### src/rtl/pwm_capture_pkg.sv
// Shared constants and helpers for the PWM capture block and the edge-input plugins.
package pwm_capture_pkg;

  localparam int SYNC_STAGES = 2;

  // Increment that sticks at maxValue so that long gaps never wrap back to small counts.
  function automatic logic [31:0] satInc(input logic [31:0] value, input logic [31:0] maxValue);
    return (value >= maxValue) ? value : value + 32'd1;
  endfunction

endpackage

### src/rtl/pwm_edge_sync.sv
// Synchronises an asynchronous pin and flags its rising and falling edges one cycle wide.
module pwm_edge_sync
  import pwm_capture_pkg::*;
(
  input  logic clk,
  input  logic reset_n,
  input  logic pin_i,
  output logic level_o,
  output logic rise_o,
  output logic fall_o
);

  logic [SYNC_STAGES-1:0] sync_q;
  logic                   delayed_q;
  logic                   syncLevel;

  assign syncLevel = sync_q[SYNC_STAGES-1];

  always_ff @(posedge clk) begin
    if (!reset_n) begin
      sync_q    <= '0;
      delayed_q <= 1'b0;
    end else begin
      sync_q    <= {sync_q[SYNC_STAGES-2:0], pin_i};
      delayed_q <= syncLevel;
    end
  end

  assign level_o = syncLevel;
  assign rise_o  = syncLevel & ~delayed_q;
  assign fall_o  = ~syncLevel & delayed_q;

endmodule

### src/rtl/pwm_capture.sv
// Measures period and high time of an external PWM signal, rise to rise, in clk cycles.
module pwm_capture
  import pwm_capture_pkg::*;
#(
  parameter int BITS    = 16,
  parameter int TIMEOUT = 65535
) (
  input  logic            clk,
  input  logic            reset_n,
  input  logic            pwm_in,
  output logic [BITS-1:0] period,
  output logic [BITS-1:0] high_time,
  output logic            valid,
  output logic            stall,
  output logic            level
);

  localparam logic [BITS-1:0] TimeoutCount = BITS'(TIMEOUT);
  localparam logic [BITS-1:0] CountMax     = '1;
  localparam logic [BITS-1:0] CountOne     = BITS'(1);

  logic            pinLevel;
  logic            pinRise;
  logic [BITS-1:0] cntPeriod_q, cntPeriod_d;
  logic [BITS-1:0] cntHigh_q, cntHigh_d;
  logic [BITS-1:0] period_q, period_d;
  logic [BITS-1:0] highTime_q, highTime_d;
  logic            armed_q, armed_d;
  logic            stall_q, stall_d;
  logic            valid_q, valid_d;

  pwm_edge_sync u_sync (
    .clk     (clk),
    .reset_n (reset_n),
    .pin_i   (pwm_in),
    .level_o (pinLevel),
    .rise_o  (pinRise),
    .fall_o  ()
  );

  // A rise wins over a coincident timeout; only the first timeout of a stall strobes valid.
  always_comb begin
    cntPeriod_d = BITS'(satInc(32'(cntPeriod_q), 32'(CountMax)));
    cntHigh_d   = pinLevel ? BITS'(satInc(32'(cntHigh_q), 32'(CountMax))) : cntHigh_q;
    period_d    = period_q;
    highTime_d  = highTime_q;
    armed_d     = armed_q;
    stall_d     = stall_q;
    valid_d     = 1'b0;
    if (pinRise) begin
      cntPeriod_d = CountOne;
      cntHigh_d   = CountOne;
      armed_d     = 1'b1;
      if (armed_q) begin
        period_d   = cntPeriod_q;
        highTime_d = cntHigh_q;
        valid_d    = 1'b1;
        stall_d    = 1'b0;
      end
    end else if (cntPeriod_q == TimeoutCount) begin
      armed_d    = 1'b0;
      stall_d    = 1'b1;
      period_d   = '0;
      highTime_d = '0;
      valid_d    = ~stall_q;
    end
  end

  always_ff @(posedge clk) begin
    if (!reset_n) begin
      cntPeriod_q <= '0;
      cntHigh_q   <= '0;
      period_q    <= '0;
      highTime_q  <= '0;
      armed_q     <= 1'b0;
      stall_q     <= 1'b1;
      valid_q     <= 1'b0;
    end else begin
      cntPeriod_q <= cntPeriod_d;
      cntHigh_q   <= cntHigh_d;
      period_q    <= period_d;
      highTime_q  <= highTime_d;
      armed_q     <= armed_d;
      stall_q     <= stall_d;
      valid_q     <= valid_d;
    end
  end

  assign period    = period_q;
  assign high_time = highTime_q;
  assign valid     = valid_q;
  assign stall     = stall_q;
  assign level     = pinLevel;

endmodule

### config.mk
export PLATFORM = sky130hd
export DESIGN_NAME = pwm_capture
export DESIGN_NICKNAME = d
export VERILOG_FILES = /design/src/rtl/pwm_capture_pkg.sv /design/src/rtl/pwm_edge_sync.sv /design/src/rtl/pwm_capture.sv
export SDC_FILE = /design/constraint.sdc
export NUM_CORES = 1
export LEC_CHECK = 0
export ABC_AREA = 0
export CORE_MARGIN = 2
export CORE_UTILIZATION = 55
export DETAILED_ROUTE_END_ITERATION = 12
export GPL_TIMING_DRIVEN = 0
export MAX_ROUTING_LAYER = met4
export PLACE_DENSITY_LB_ADDON = 0.12
export SETUP_SLACK_MARGIN = 0.1
export SLEW_MARGIN = 25
export SYNTH_ARGS = -nofsm -noshare
export SYNTH_HDL_FRONTEND = slang
export SYNTH_SLANG_ARGS = --single-unit
### constraint.sdc
create_clock -name clk -period 4.45 [get_ports clk]
set_input_delay 1.1125 -clock clk [delete_from_list [all_inputs] [get_ports clk]]
set_output_delay 1.1125 -clock clk [all_outputs]
set_load 0.02 [all_outputs]
==> results.toml, run 1 <==
[layout]
final_cells = 422
syn_to_final_growth_pct = 22.00
drive_above_1_share_pct = 7.386
mostFrequentLayoutCell = "dfxtp_1"
fin_util_pct = 68.81
final_cell_mix = "dfxtp_1 (70), clkdlybuf4s50_1 (37), a22o_1 (32)"
design_area_um2 = 3470
num_antenna_cells = 0
nets = 353

[sta]
max_slew.worst_pin.slew_ns = 0.7312
tns_ns = 0
report.final.slew_viol_count = 0
setup_viol = 0
hold_viol_final = 0
max_slew_margin_pct = 50.85
skew_ns = 0.005207
finalCriticalPeriod_ns = 2.567
holdWs_ns = 0.4462
min_period_over_period_pct = 57.70
grt_setup_unrepaired = "no"
fmax_ghz = 0.3895

[setup_path]
critical_path_class = "input pin to flop"
crit_path_max_incr_delay_ns = 0.51
worstPathArrival_ns = 2.84
crit_slowest_cell = "clkdlybuf4s50_1"
cp_data_required_time_ns = 4.73
worstSetupEndpointType = "flop"
crit_chain = "clkdlybuf4s50_1 -> clkbuf_1 -> nand2_1 -> a31oi_2 -> buf_2 -> a22o_1"
startpoint_type = "input pin"
cp_max_fo = 10

[placed_design]
dpl.hpwl_um = 4338
placed_cells = 407
place.gp.congestion = 0.8302
post_dp_cell_area_um2 = 3302
numPortBuffers = 37

[global_route]
grt_first_pass_wirelength_um = 10770
track_usage_pct = 23.84
antenna_found_initial = 0
grt_pass1_vias = 2229
gr-total-overflow = 0
grt_max_degree = 11

[power]
p_int_mw = 0.8718
switching_share_pct = 22.09
share_comb_of_total_power_pct = 3.1
clkPwrFrac_pct = 40.1
p_seq_share_pct = 56.8
powerDensity_nw_per_um2 = 322.5
power_leakage_nw = 1.202
worst_ir_drop_vdd_v = 0.0001878
power.switching_mw = 0.2472

[clock_tree]
postCtsSetupBuffers = 0
root_buffer = "clkbuf_8"
clock-sinks = 70
path_clk_slew_ns = 0.07
clkLatencyLatePin_ns = 0.33
holdBufCountCts = 0
max-clock-path-buffers = 2
htree_levels = 3
cts.repair.resized = 0
tritoncts = "built"
cts_made_buffers = 9

[route]
vias = 2537
firstDrtPassIters = 4
routed_wl_um = 6409
drtAntennaViolNets = 0
avgViaCountPerCell = 6.012
drc = 0
wl_per_cell_um = 15.19
drtIter0Drc = 189

[logic_synthesis]
synth_fp_nets = 305
yosysWarnings = 0
synth_cells = 300
yosysUniqueCellTypes = 41
synth_area_per_cell_um2 = 9.480
synth_area_leaders = "dfxtp_1 (49%), a22o_1 (9.9%), a21oi_1 (3.0%)"
synth_area_um2 = 2844
postSynthRegisterBits = 70
yosysTopAreaCell = "dfxtp_1"
seq_area_frac_synth_pct = 49.27
yosysTopAreaCellShare_pct = 49.27

[die]
die_w_um = 75.91
rows = 26
start_util_pct = 56.40
coreArea_um2 = 5042
die_area_um2 = 5762
die_h_um = 75.91
io_pins = 38

[status]
status = "completed"

[job]
drv_cap = 0

[worst_hold_path]
hp-class = "flop to flop"
==> cell usage after synthesis <==
library cell / instances
ha_1: 2
inv_1: 2
o211ai_1: 3
nand3b_1: 2
o31ai_1: 4
clkbuf_1: 12
nand4_1: 12
a21boi_0: 3
a41oi_1: 1
and3b_1: 1
and3_1: 8
nand2_1: 20
o41ai_1: 2
nor2b_1: 2
a2111oi_0: 1
buf_6: 1
buf_1: 1
nor4_2: 2
a31oi_1: 3
and4_1: 5
o211a_1: 1
or3_2: 1
or4_1: 8
and4_2: 1
mux2i_1: 1
nand2b_1: 2
o21ai_0: 17
nand3_1: 15
buf_2: 7
and2_1: 5
a211oi_1: 2
a22o_1: 32
nor2_1: 12
dfxtp_1: 70
o311ai_0: 2
nor3_1: 5
a31oi_2: 1
a21oi_1: 17
xnor2_1: 2
or3_1: 11
nand4_2: 1
==> path summary, 6_finish.rpt <==
check	from	endpoint	cells after the start	slack [ns]
max	reset_n	high_time[8]	6	1.88
min reg2reg	u_sync.sync_q[0]	u_sync.sync_q[1]	1	0.45
max reg2reg	cntPeriod_q[0]	cntPeriod_q[1]	6	2.37
min	u_sync.sync_q[0]	u_sync.sync_q[1]	1	0.45
==> sequential cells by signal (all words and copies together) (netlist names) <==
signal	count
armed_q	1
cntHigh_q	16
cntPeriod_q	16
u_sync.delayed_q	1
high_time	16
period	16
valid	1
stall	1
u_sync.sync_q	2
==> power groups by stage <==
stage                     Combinational (mW)  Sequential [mW]  Clock, mW
final                                 0.0344            0.636      0.449
after global routing                  0.0387            0.636      0.483
after floorplan                       0.0218            0.649          0
after CTS                             0.0347            0.635      0.460
after global placement                0.0339            0.650          0
after detailed placement              0.0344            0.650          0
==> layer usage <==
layer | global-route usage (%) | wire, um | part of all wire, % | vias to the layer above
li1 | - | - | - | 1250
met1 | 33.16 | 3099 | 48 | 1200
met2 | 33.48 | 2800 | 44 | 77
met3 | 5.000 | 398 | 6.2 | 10
met4 | 10.73 | 110 | 1.7 | 0
met5 | - | 0 | 0 | -
==> through the flow <==
step	setup slack (ns)	total power, mW
5_1_grt	1.716	1.157
4_1_cts	1.894	1.130
3_3_place_gp	1.544	0.6835
3_5_place_dp	1.553	0.6841
6_report	1.883	1.119
2_1_floorplan	2.431	0.6711
==> worst max-delay path, delay by kind of cell <==
family	cells	cell delay (ns)
AOI/OAI and AO/OA	2	0.48
buffers and inverters	3	1.11
and+or+nand+nor	1	0.13
==> area by class of cell <==
| class | instances | area (um^2) |
|---|---|---|
| clock buffers | 14 | 162.7 |
| clock inverters | 1 | 5.005 |
| multi-input cells | 207 | 1340 |
| flip-flops and latches | 70 | 1401 |
| well taps | 70 | 87.58 |
| repair buffers | 37 | 370.4 |
| fillers | 439 | 1573 |
| inverters | 2 | 7.507 |
| plain buffers | 21 | 95.09 |
==> kinds of logic after synthesis <==
family / share of synthesized area [%]
buf+inv: 3.607
simple gates: 22.96
compound gates: 22.31
fa+ha+maj: 0.8798
flops: 49.27
mux: 0.3520
xor+xnor: 0.6160
Power figures use the tool's default switching activity.
==> run 2, diff against run 1 <==
- CORE_UTILIZATION: 55 -> 54
- clock period: 4.45 -> 2.45 ns (I/O delays scaled with it)
==> run 2 against run 1 <==
Clock skew is 0.0019 ns lower. Utilization down 1.1 points. Cell count down 0.24%. Sequential power is 81% higher. Critical path depth did not move. Critical path type unchanged. Critical endpoint is now period[1].
==> results.toml, run 2 (synthesis gave the netlist of run 1 again) <==
[placed_design]
place.gp.congestion = 0.8873
numPortBuffers = 37
dpl.hpwl_um = 4379
post_dp_cell_area_um2 = 3302

[setup_path]
cp.buffers_inverters = 3
reg2reg_from = "cntHigh_q[0]"
startpoint_type = "input pin"
cp_data_required_time_ns = 2.73
worstSetupEndpointType = "flop"
cp_max_fo = 10
crit_family = "buffers and inverters"
crit_slowest_cell = "clkdlybuf4s50_1"
worstPathArrival_ns = 2.33
crit_chain = "clkdlybuf4s50_1 -> clkbuf_1 -> nand2_1 -> a31oi_2 -> buf_2 -> a22o_1"
startpoint = "reset_n"
critical_path_class = "input pin to flop"
crit_path_max_incr_delay_ns = 0.50

[clock_tree]
postCtsSetupBuffers = 0
root_buffer = "clkbuf_8"
max-clock-path-buffers = 2
tritoncts = "built"
clock-sinks = 70
cts.repair.resized = 0
clkLatencyLatePin_ns = 0.34
cts_made_buffers = 9
htree_levels = 3
path_clk_slew_ns = 0.07
holdBufCountCts = 0

[layout]
mostFrequentLayoutCell = "dfxtp_1"
fin_util_pct = 67.69
multiInputGateArea_um2 = 1340
nets = 353
fillers = 438
drive_above_1_share_pct = 7.407
num_antenna_cells = 0
final_cell_mix = "dfxtp_1 (70), clkdlybuf4s50_1 (37), a22o_1 (32)"
design_area_um2 = 3457
regArea_um2 = 1401
syn_to_final_growth_pct = 21.56

[die]
rows = 26
io_pins = 38
die_w_um = 76.57
die_h_um = 76.57
start_util_pct = 55.68
die_area_um2 = 5863
coreArea_um2 = 5107

[route]
drc = 0
vias = 2466
firstDrtPassIters = 4
drt-met1-wl_um = 3123
drtIter0Drc = 200
top_layer = "met4"
drtAntennaViolNets = 0
routed_wl_um = 6396
dr_wl_met3_um = 326
avgViaCountPerCell = 5.857
wl_per_cell_um = 15.19
route.met2.wl_um = 2868

[job]
drv_cap = 0

[global_route]
grt_pass1_vias = 2216
track_usage_pct = 23.47
antenna_found_initial = 0
grt_max_degree = 11
grt_first_pass_wirelength_um = 10800
gr-total-overflow = 0

[power]
worst_ir_drop_vdd_v = 0.0004231
power_leakage_nw = 1.197
power.total_mw = 1.987
powerDensity_nw_per_um2 = 574.6

[sta]
report.final.slew_viol_count = 0
max_slew_margin_pct = 50.33
grt_setup_unrepaired = "no"
fmax_ghz = 0.4871
max_slew.worst_pin.slew_ns = 0.7389
finalCriticalPeriod_ns = 2.053
setup_viol = 0
hold_viol_final = 0
tns_ns = 0
min_period_over_period_pct = 83.80
skew_ns = 0.003293

[worst_hold_path]
hp-class = "flop to flop"
hp-start = "u_sync.sync_q[0]"

[status]
status = "completed"
run 2: cell types whose count changed in the layout (fill, tap and decap cells not counted), sizes merged:
cell    change
clkbuf      -2
clkinv      +1
run 2: final cells by class:
| cell class | instances | share of cell area (%) |
|---|---|---|
| timing repair buffer | 37 | 10.71 |
| sequential | 70 | 40.54 |
| buffer | 21 | 2.751 |
| tap | 70 | 2.533 |
| inverter | 2 | 0.2172 |
| multi-input combinational | 207 | 38.76 |
| clock buffer | 12 | 4.198 |
| clock inverter | 2 | 0.2895 |
run 2: path summary, 6_finish.rpt:
check	endpoint	cells after the start	slack [ns]
worst min-delay path	u_sync.sync_q[1]	1	0.44
worst max register to register	cntHigh_q[1]	6	0.40
worst min register to register	u_sync.sync_q[1]	1	0.44
worst max-delay path	period[1]	6	0.40
run 2: metrics by stage:
| stage | hold WS, ns | setup slack, ns | cells |
|---|---|---|---|
| 6_report | 0.4421 | 0.3970 | 421 |
| 5_1_grt | 0.4498 | 0.1465 | 421 |
| 4_1_cts | 0.4480 | 0.3722 | 421 |
| 3_5_place_dp | 0.4305 | 0.03200 | 407 |
| 3_3_place_gp | 0.4186 | 0.02464 | 407 |
| 2_1_floorplan | 0.4119 | 0.7729 | 300 |
run 2: report_power, final:
group / switching [mW] / internal [mW] / leakage [nW] / total (mW)
registers: 0.00816 / 1.15 / 0.565 / 1.15
logic: 0.0424 / 0.0199 / 0.550 / 0.0623
clock network: 0.389 / 0.381 / 0.0821 / 0.770
total: 0.439 / 1.55 / 1.20 / 1.99
run 2: per-layer routing:
| layer | up-vias | GRT usage (%) |
|---|---|---|
| met5 | - | - |
| met3 | 6 | 3.910 |
| li1 | 1242 | - |
| met4 | 0 | 9.273 |
| met2 | 71 | 33.63 |
| met1 | 1147 | 33.13 |
==> RTL change: new RTL, config.mk and constraints of run 1 <==
Set the package constant `SYNC_STAGES` to 4 (it was 2).
--- a/src/rtl/pwm_capture_pkg.sv
+++ b/src/rtl/pwm_capture_pkg.sv
@@ -2,5 +2,5 @@
 package pwm_capture_pkg;
 
-  localparam int SYNC_STAGES = 2;
+  localparam int SYNC_STAGES = 4;
 
   // Increment that sticks at maxValue so that long gaps never wrap back to small counts.
Behaviour: not the same (Yosys sat finds a counterexample within 4 cycles, from zero or initial values and one cycle with reset_n low).
==> RTL change against run 1 <==
Setup slack better by 45 ps. Clock skew up 0.73 ps. Final area decreased by 0.76%. Total power is 2.8% higher. Area after synthesis decreased by 1.1%. Routed wire length fell by 6.4%. Sequential power is 3% higher. Sequential cell count increased by 2. Largest power group unchanged.
==> RTL change: results (changes against run 1) <==
<table>
<tr><th>Metric</th><th>Value</th></tr>
<tr><th colspan="2">Min path</th></tr>
<tr><td>Hold Startpoint</td><td>u_sync.sync_q[1]$_SDFF_PN0_</td></tr>
<tr><th colspan="2">Synth</th></tr>
<tr><td>Proportion of synthesized chip area in sequential cells</td><td>0.513 (+0.0199)</td></tr>
<tr><td>Share of the synthesized area in compound gates (AO/OA/AOI/OAI)</td><td>0.227 (+0.00347)</td></tr>
<tr><td>Cells taking the most area after synthesis</td><td>dfxtp_1 (51%), a22o_1 (10%), a21oi_1 (4.8%)</td></tr>
<tr><td>Number of distinct library cells after synthesis</td><td>37 (-9.8%)</td></tr>
<tr><td>Mapped Avg Cell Area</td><td>9.73 µm² (+2.6%)</td></tr>
<tr><td>Post-Synth Adder-Cell Area</td><td>0.00890 (+0.000102)</td></tr>
<tr><th colspan="2">Timing</th></tr>
<tr><td>Worst slew slack as a fraction of its limit</td><td>0.472 (-0.0369)</td></tr>
<tr><td>WHS</td><td>432 ps (-13.9 ps)</td></tr>
<tr><td>Clock Skew</td><td>5.94 ps (+0.734 ps)</td></tr>
<tr><th colspan="2">Critical path</th></tr>
<tr><td>Arrival time of data at the critical path endpoint</td><td>2800 ps (-40 ps)</td></tr>
<tr><td>Critical register-to-register path startpoint</td><td>cntPeriod_q[8]$_SDFFE_PP0N_</td></tr>
<tr><td>Reg2reg setup slack</td><td>2240 ps (-130 ps)</td></tr>
<tr><td>Stage delay of the slowest cell on the critical path</td><td>580 ps (+70 ps)</td></tr>
<tr><th colspan="2">Global routing</th></tr>
<tr><td>Global-route wire length before repair</td><td>9.51 mm (-12%)</td></tr>
<tr><td>Overall routing resource usage</td><td>0.227 (-0.0117)</td></tr>
<tr><td>Largest net degree at the start of global routing</td><td>12 (+1)</td></tr>
<tr><th colspan="2">Power and ir drop</th></tr>
<tr><td>Static power due to leakage</td><td>1.19 nW (-0.99%)</td></tr>
<tr><td>Pint</td><td>0.000900 W (+3.3%)</td></tr>
<tr><td>Register share of total power</td><td>0.567 (about the same)</td></tr>
<tr><th colspan="2">Status</th></tr>
<tr><td>Run status</td><td>complete, no violations</td></tr>
<tr><th colspan="2">Layout</th></tr>
<tr><td>Sequential Area</td><td>1440 µm² (+2.9%)</td></tr>
<tr><td>Number of fill cells in the layout</td><td>423 (-3.6%)</td></tr>
<tr><th colspan="2">Detailed routing</th></tr>
<tr><td>Total number of vias</td><td>2,435 (-4.0%)</td></tr>
<tr><td>Iter 0 DRT Violations</td><td>199 (+5.3%)</td></tr>
<tr><th colspan="2">Placed design</th></tr>
<tr><td>Setup slack at placement</td><td>1550 ps (-0.560 ps)</td></tr>
<tr><td>Cell count after placement</td><td>395 (-2.9%)</td></tr>
</table>
## RTL change: routing by layer
| layer | vias to the layer above | share of wire | track usage |
|---|---|---|---|
| li1 | 1217 | - | - |
| met1 | 1145 | 0.50 | 0.317 |
| met2 | 63 | 0.43 | 0.318 |
| met3 | 10 | 0.049 | 0.0569 |
| met4 | 0 | 0.015 | 0.0819 |
| met5 | - | 0 | - |
## RTL change: cell families after synthesis
logic type | count (synthesis)
AND/OR/NAND/NOR | 102
AO/OA/AOI/OAI | 91
flip-flops | 72
buffers and inverters | 19
XOR/XNOR | 2
adder cells (fa/ha/maj) | 2
multiplexers | 1
## RTL change: cell type report
| cell class | count | area share |
|---|---|---|
| Clock buffer | 13 | 0.0491 |
| Tap cell | 70 | 0.0254 |
| Clock inverter | 3 | 0.00436 |
| Sequential cell | 72 | 0.419 |
| Timing Repair Buffer | 36 | 0.105 |
| Buffer | 17 | 0.0196 |
| Multi-Input combinational cell | 198 | 0.376 |
| Inverter | 2 | 0.00218 |
